## src/rtl/tanimoto_run_ctrl.sv

```systemverilog
// Run sequencer for tanimoto_top: loads the threshold BRAM from a config stream, gates and
// frames the vector stream, counts vectors and ID-pair handshakes, and pulses o_Done at run end.
module tanimoto_run_ctrl #(
  parameter int BUS_WIDTH     = 128,
  parameter int SUB_VECTOR_NO = 8,
  parameter int CNT_WIDTH     = 10,
  parameter int THR_NO        = 16,
  parameter int VCNT_WIDTH    = 16
) (
  input  logic                  clk,
  input  logic                  rst,
  input  logic                  i_Start,
  input  logic [CNT_WIDTH-1:0]  i_Cfg_Data,
  input  logic                  i_Cfg_Valid,
  output logic                  o_Cfg_Ready,
  output logic [CNT_WIDTH-1:0]  o_BRAM_Addr,
  output logic [CNT_WIDTH-1:0]  o_BRAM_Din,
  output logic                  o_BRAM_En,
  output logic                  o_BRAM_WrEn,
  input  logic [BUS_WIDTH-1:0]  i_Vector,
  input  logic                  i_Valid,
  input  logic                  i_Last,
  output logic                  o_Read,
  output logic [BUS_WIDTH-1:0]  o_Vector,
  output logic                  o_Valid,
  output logic                  o_Last,
  input  logic                  i_Read,
  input  logic                  i_Pair_Valid,
  input  logic                  i_Pair_Read,
  input  logic                  i_Pair_Last,
  output logic                  o_Busy,
  output logic                  o_Done,
  output logic                  o_Err,
  output logic [VCNT_WIDTH-1:0] o_VecCnt,
  output logic [VCNT_WIDTH-1:0] o_PairCnt
);

  localparam int BEAT_W = (SUB_VECTOR_NO > 1) ? $clog2(SUB_VECTOR_NO) : 1;
  localparam logic [BEAT_W-1:0]    LAST_BEAT = BEAT_W'(SUB_VECTOR_NO - 1);
  localparam logic [CNT_WIDTH-1:0] LAST_THR  = CNT_WIDTH'(THR_NO - 1);

  localparam logic [2:0] S_IDLE  = 3'd0;
  localparam logic [2:0] S_LOAD  = 3'd1;
  localparam logic [2:0] S_RUN   = 3'd2;
  localparam logic [2:0] S_DRAIN = 3'd3;
  localparam logic [2:0] S_DONE  = 3'd4;

  logic [2:0]            r_state;
  logic [CNT_WIDTH-1:0]  r_wr_idx;
  logic [BEAT_W-1:0]     r_beat_cnt;
  logic [VCNT_WIDTH-1:0] r_vec_cnt;
  logic [VCNT_WIDTH-1:0] r_pair_cnt;
  logic                  r_err;
  logic                  r_bram_en;
  logic [CNT_WIDTH-1:0]  r_bram_addr;
  logic [CNT_WIDTH-1:0]  r_bram_din;

  logic w_run;
  logic w_beat_acc;
  logic w_pair_hs;

  assign w_run      = (r_state == S_RUN);
  assign w_beat_acc = w_run & i_Valid & i_Read;
  assign w_pair_hs  = i_Pair_Valid & i_Pair_Read;

  // Stream is a pure combinational pass-through in RUN and hard-gated to zero elsewhere.
  assign o_Vector    = w_run ? i_Vector : '0;
  assign o_Valid     = w_run & i_Valid;
  assign o_Last      = w_run & i_Last;
  assign o_Read      = w_run & i_Read;
  assign o_Cfg_Ready = (r_state == S_LOAD);
  assign o_Busy      = (r_state != S_IDLE);
  assign o_Done      = (r_state == S_DONE);
  assign o_Err       = r_err;
  assign o_VecCnt    = r_vec_cnt;
  assign o_PairCnt   = r_pair_cnt;
  assign o_BRAM_En   = r_bram_en;
  assign o_BRAM_WrEn = r_bram_en;
  assign o_BRAM_Addr = r_bram_addr;
  assign o_BRAM_Din  = r_bram_din;

  // NOTE: sequential state uses non-blocking assignments only, so every register samples pre-edge values.
  always_ff @(posedge clk) begin
    if (rst) begin
      r_state     <= S_IDLE;
      r_wr_idx    <= '0;
      r_beat_cnt  <= '0;
      r_vec_cnt   <= '0;
      r_pair_cnt  <= '0;
      r_err       <= 1'b0;
      r_bram_en   <= 1'b0;
      r_bram_addr <= '0;
      r_bram_din  <= '0;
    end else begin
      // NOTE: the write strobe defaults low each cycle, so it is a single-cycle pulse per accepted beat.
      r_bram_en <= 1'b0;
      case (r_state)
        S_IDLE: begin
          if (i_Start) begin
            r_state    <= S_LOAD;
            r_wr_idx   <= '0;
            r_beat_cnt <= '0;
            r_vec_cnt  <= '0;
            r_pair_cnt <= '0;
            r_err      <= 1'b0;
          end
        end
        S_LOAD: begin
          if (i_Cfg_Valid) begin
            r_bram_en   <= 1'b1;
            r_bram_addr <= r_wr_idx;
            r_bram_din  <= i_Cfg_Data;
            r_wr_idx    <= r_wr_idx + 1'b1;
            if (r_wr_idx == LAST_THR) r_state <= S_RUN;
          end
        end
        S_RUN: begin
          if (w_beat_acc) begin
            if (r_beat_cnt == LAST_BEAT) begin
              r_beat_cnt <= '0;
              if (r_vec_cnt != '1) r_vec_cnt <= r_vec_cnt + 1'b1;
            end else begin
              r_beat_cnt <= r_beat_cnt + 1'b1;
            end
            if (i_Last) begin
              r_state <= S_DRAIN;
              if (r_beat_cnt != LAST_BEAT) r_err <= 1'b1;
            end
          end
          if (w_pair_hs && (r_pair_cnt != '1)) r_pair_cnt <= r_pair_cnt + 1'b1;
        end
        S_DRAIN: begin
          if (w_pair_hs) begin
            if (r_pair_cnt != '1) r_pair_cnt <= r_pair_cnt + 1'b1;
            if (i_Pair_Last) r_state <= S_DONE;
          end
        end
        S_DONE:  r_state <= S_IDLE;
        default: r_state <= S_IDLE;
      endcase
    end
  end

endmodule
```

## config.mk

```make
export PLATFORM = sky130hd
export DESIGN_NAME = tanimoto_run_ctrl
export DESIGN_NICKNAME = d
export VERILOG_FILES = /design/src/rtl/tanimoto_run_ctrl.sv
export SDC_FILE = /design/constraint.sdc
export NUM_CORES = 1
export LEC_CHECK = 0
export CORE_AREA = 2 2 129 131
export DETAILED_ROUTE_END_ITERATION = 12
export DIE_AREA = 0 0 131 133
export PLACE_DENSITY = 0.79
export SLEW_MARGIN = 20
export SYNTH_ARGS = -nofsm -noshare
export SYNTH_HDL_FRONTEND = slang
export SYNTH_SLANG_ARGS = --single-unit
```

## constraint.sdc

```tcl
create_clock -name clk -period 1.8 [get_ports clk]
set_input_delay 0.27 -clock clk [delete_from_list [all_inputs] [get_ports clk]]
set_output_delay 0.27 -clock clk [all_outputs]
set_load 0.005 [all_outputs]
```

==> impl_metrics.py <==
metrics = {
    "pwr": {
        "vdd_ir_drop_max_v": 0.0004273,
        "power.density_nw_per_um2": 420.4,
        "p_leak_nw": 4.234,
        "power.total_mw": 4.262,
    },
    "synth": {
        "yosysSeqAreaShare_pct": 33.37,
        "netlist.area_leader.share_pct": 33.37,
        "synth_cell_types": 54,
        "async_flop_share_pct": 0,
        "synth_nets": 710,
        "synthTopCellsByArea": "dfxtp_1, and3_1, nand2_1",
        "ys_warn_count": 0,
        "postSynthCellCount": 557,
        "synth_ff_type": "dfxtp_1",
        "synth_area_leader_cell": "dfxtp_1",
        "synth_seq_cells": 70,
        "avgSynthCellArea_sq_um": 7.539,
        "synth-edff-count": 0,
        "syn-cell-area_sq_um": 4199,
    },
    "setup_path": {
        "start_kind": "flop",
        "crit_fanout": 13,
        "path_class": "flop to flop",
        "arrival_ns": 2.26,
        "end_kind": "flop",
        "cp.required_ns": 2.08,
    },
    "cts": {
        "cts_max_level": 3,
        "cts_hold_buf": 0,
        "cts_buffers": 9,
        "clk_path_buf_depth": 2,
        "cts_root_buf": "clkbuf_16",
        "cts.sinks": 70,
        "cts_tree": "done",
        "worstSkewPairLatency_ns": 0.34,
        "cts.clk_slew.worst_paths_ns": 0.06,
    },
    "floorplanning": {
        "pin_count": 337,
        "die_area_sq_um": 17420,
        "rows": 47,
        "initial_core_util_pct": 25.97,
        "die_h_um": 133,
        "die_w_um": 131,
        "core_sq_um": 16170,
    },
    "sta": {
        "hold_viol": 0,
        "timing.final.crit_share_pct": 110.2,
        "relSlewSlack_pct": 68.73,
        "setup_violations": 104,
        "max_slew.worst_pin.slew_ns": 0.4674,
        "rsz0062_at_grt": "yes",
        "layout_setup_ws_ns": -0.1843,
        "slew_viol_final": 0,
        "fmax_mhz": 504.0,
        "fin_crit_ns": 1.984,
        "skew_ns": 0.006927,
    },
    "cells_and_area": {
        "antenna_cells": 0,
        "drive_gt1_share_pct": 43.36,
        "final_cell_mix": "clkdlybuf4s50_1, buf_6, and3_4",
        "fin_util_pct": 62.68,
        "syn_to_final_growth_pct": 141.4,
        "finalNonFillerCells": 1207,
        "final_nets": 1135,
        "final_common_cell": "clkdlybuf4s50_1",
    },
    "placed_design": {
        "finalWeightedCongestion": 0.8849,
        "dp.cells": 1146,
        "hpwl_um": 17180,
        "port_buffers": 336,
    },
    "detailed_routing": {
        "routed_wl_um": 24920,
        "num_vias": 6195,
        "wl_per_cell_um": 20.64,
        "first_iter_violations": 354,
        "dr.pass1.iters": 4,
        "drc": 0,
        "viasPerCell": 5.133,
        "antenna_left": 0,
    },
    "global_routing": {
        "grt_pass1_vias": 5974,
        "antenna_found_initial": 1,
        "groute.usage.overall_pct": 26.69,
        "grt_pass1_wl_um": 35150,
        "grt.overflow.total": 0,
        "grt_max_degree": 64,
    },
    "worst_hold_path": {
        "hold_class": "flop to flop",
    },
    "status": {
        "violations": "negative setup slack",
        "outcome": "finished, violations left",
    },
    "job": {
        "maxCapViolations": 0,
    },
}
## Yosys cell counts (3+ instances only)
cell,number
nor2b_1,3
ha_1,5
and3_1,139
xnor2_1,8
or4_1,7
a21oi_1,41
nor3_1,5
nor2_1,40
a41oi_1,4
inv_1,5
mux2i_1,4
nand2b_1,7
nand3_1,19
o31ai_1,5
or3_1,8
xor2_1,9
nand4_1,11
o211ai_1,3
and2_1,3
dfxtp_1,70
and4_1,5
nand2_1,61
o21ai_0,7
o21ai_1,9
clkbuf_1,44
## area by class of cell
cell class	instances	area (sq um)
Fill cell	1286	6035
Timing Repair Buffer	464	4848
Multi-Input combinational cell	432	3286
Sequential cell	70	1421
Tap cell	220	275.3
Clock buffer	11	252.7
Clock inverter	5	32.53
Inverter	5	21.27
## through the flow
step	instance area, sq um	setup slack [ns]	hold WS [ns]	TNS (ns)
floorplan	4235	-0.01836	0.4060	-0.01836
global placement	8376	-0.3816	0.4408	-10.53
detailed placement	8376	-0.4214	0.4457	-12.30
global route	10140	-0.2687	0.4657	-12.68
CTS	9547	-0.2163	0.4536	-12.28
finish	10140	-0.1843	0.4524	-7.359
## layer usage
metal / track usage, % / vias up / share of wire [%]
li1: - / 2867 / -
met1: 34.71 / 2958 / 40
met2: 41.08 / 309 / 48
met3: 8.492 / 59 / 8.3
met4: 9.988 / 2 / 3.5
met5: 0 / - / 0.052
## kinds of logic (layout without fill, tap and decap cells)
kind of cell / after synthesis / in the layout / share of synthesized area (%)
xor gates and xnor gates: 17 / 17 / 3.546
adders and majority gates: 5 / 5 / 1.490
and+or+nand+nor: 323 / 323 / 42.70
buffers and inverters: 55 / 485 / 5.602
DFF: 70 / 70 / 33.37
muxes: 4 / 4 / 0.9536
AOI/OAI and AO/OA: 83 / 83 / 12.34
## final timing paths
kind | startpoint | cells past startpoint | endpoint | slack, ns
worst max-delay path | r_state[2]$_SDFFE_PP0P_ | 9 | o_VecCnt[5]$_SDFFE_PP0P_ | -0.18
worst min register to register | o_BRAM_Din[6]$_SDFFE_PP0P_ | 2 | o_BRAM_Din[6]$_SDFFE_PP0P_ | 0.45
worst min-delay path | o_BRAM_Din[6]$_SDFFE_PP0P_ | 2 | o_BRAM_Din[6]$_SDFFE_PP0P_ | 0.45
worst max register to register | r_state[2]$_SDFFE_PP0P_ | 9 | o_VecCnt[5]$_SDFFE_PP0P_ | -0.18
## what timing repair did
item,in CTS,in global routing
cloned,13,2
resized for setup,692,158
setup endpoints to repair,162,159
buffers inserted,25,13
endpoints found under the hold margin,0,0
pin swaps,30,37
## flip-flops by register name, summed over array words and instances, names as in the netlist
register	count
o_PairCnt	16
o_VecCnt	16
o_BRAM_Addr	10
o_BRAM_Din	10
r_wr_idx	10
r_beat_cnt	3
r_state	3
o_BRAM_En	1
o_Err	1
## report_power, final
group	internal (mW)	total [mW]	switching, mW
registers	1.56	1.58	0.0128
clock network	1.01	1.71	0.705
logic	0.624	0.972	0.349
total	3.20	4.26	1.07
## worst max-delay path: stages (launching register included)
cell and delay (ns):
dfxtp_4 0.36, nor2_4 0.10, buf_12 0.13, buf_8 0.11, buf_16 0.11, a21boi_4 0.20
a32oi_4 0.14, buf_12 0.17, or4_4 0.48, a21oi_2 0.12
Note: power is estimated with default switching activity, not from simulation.
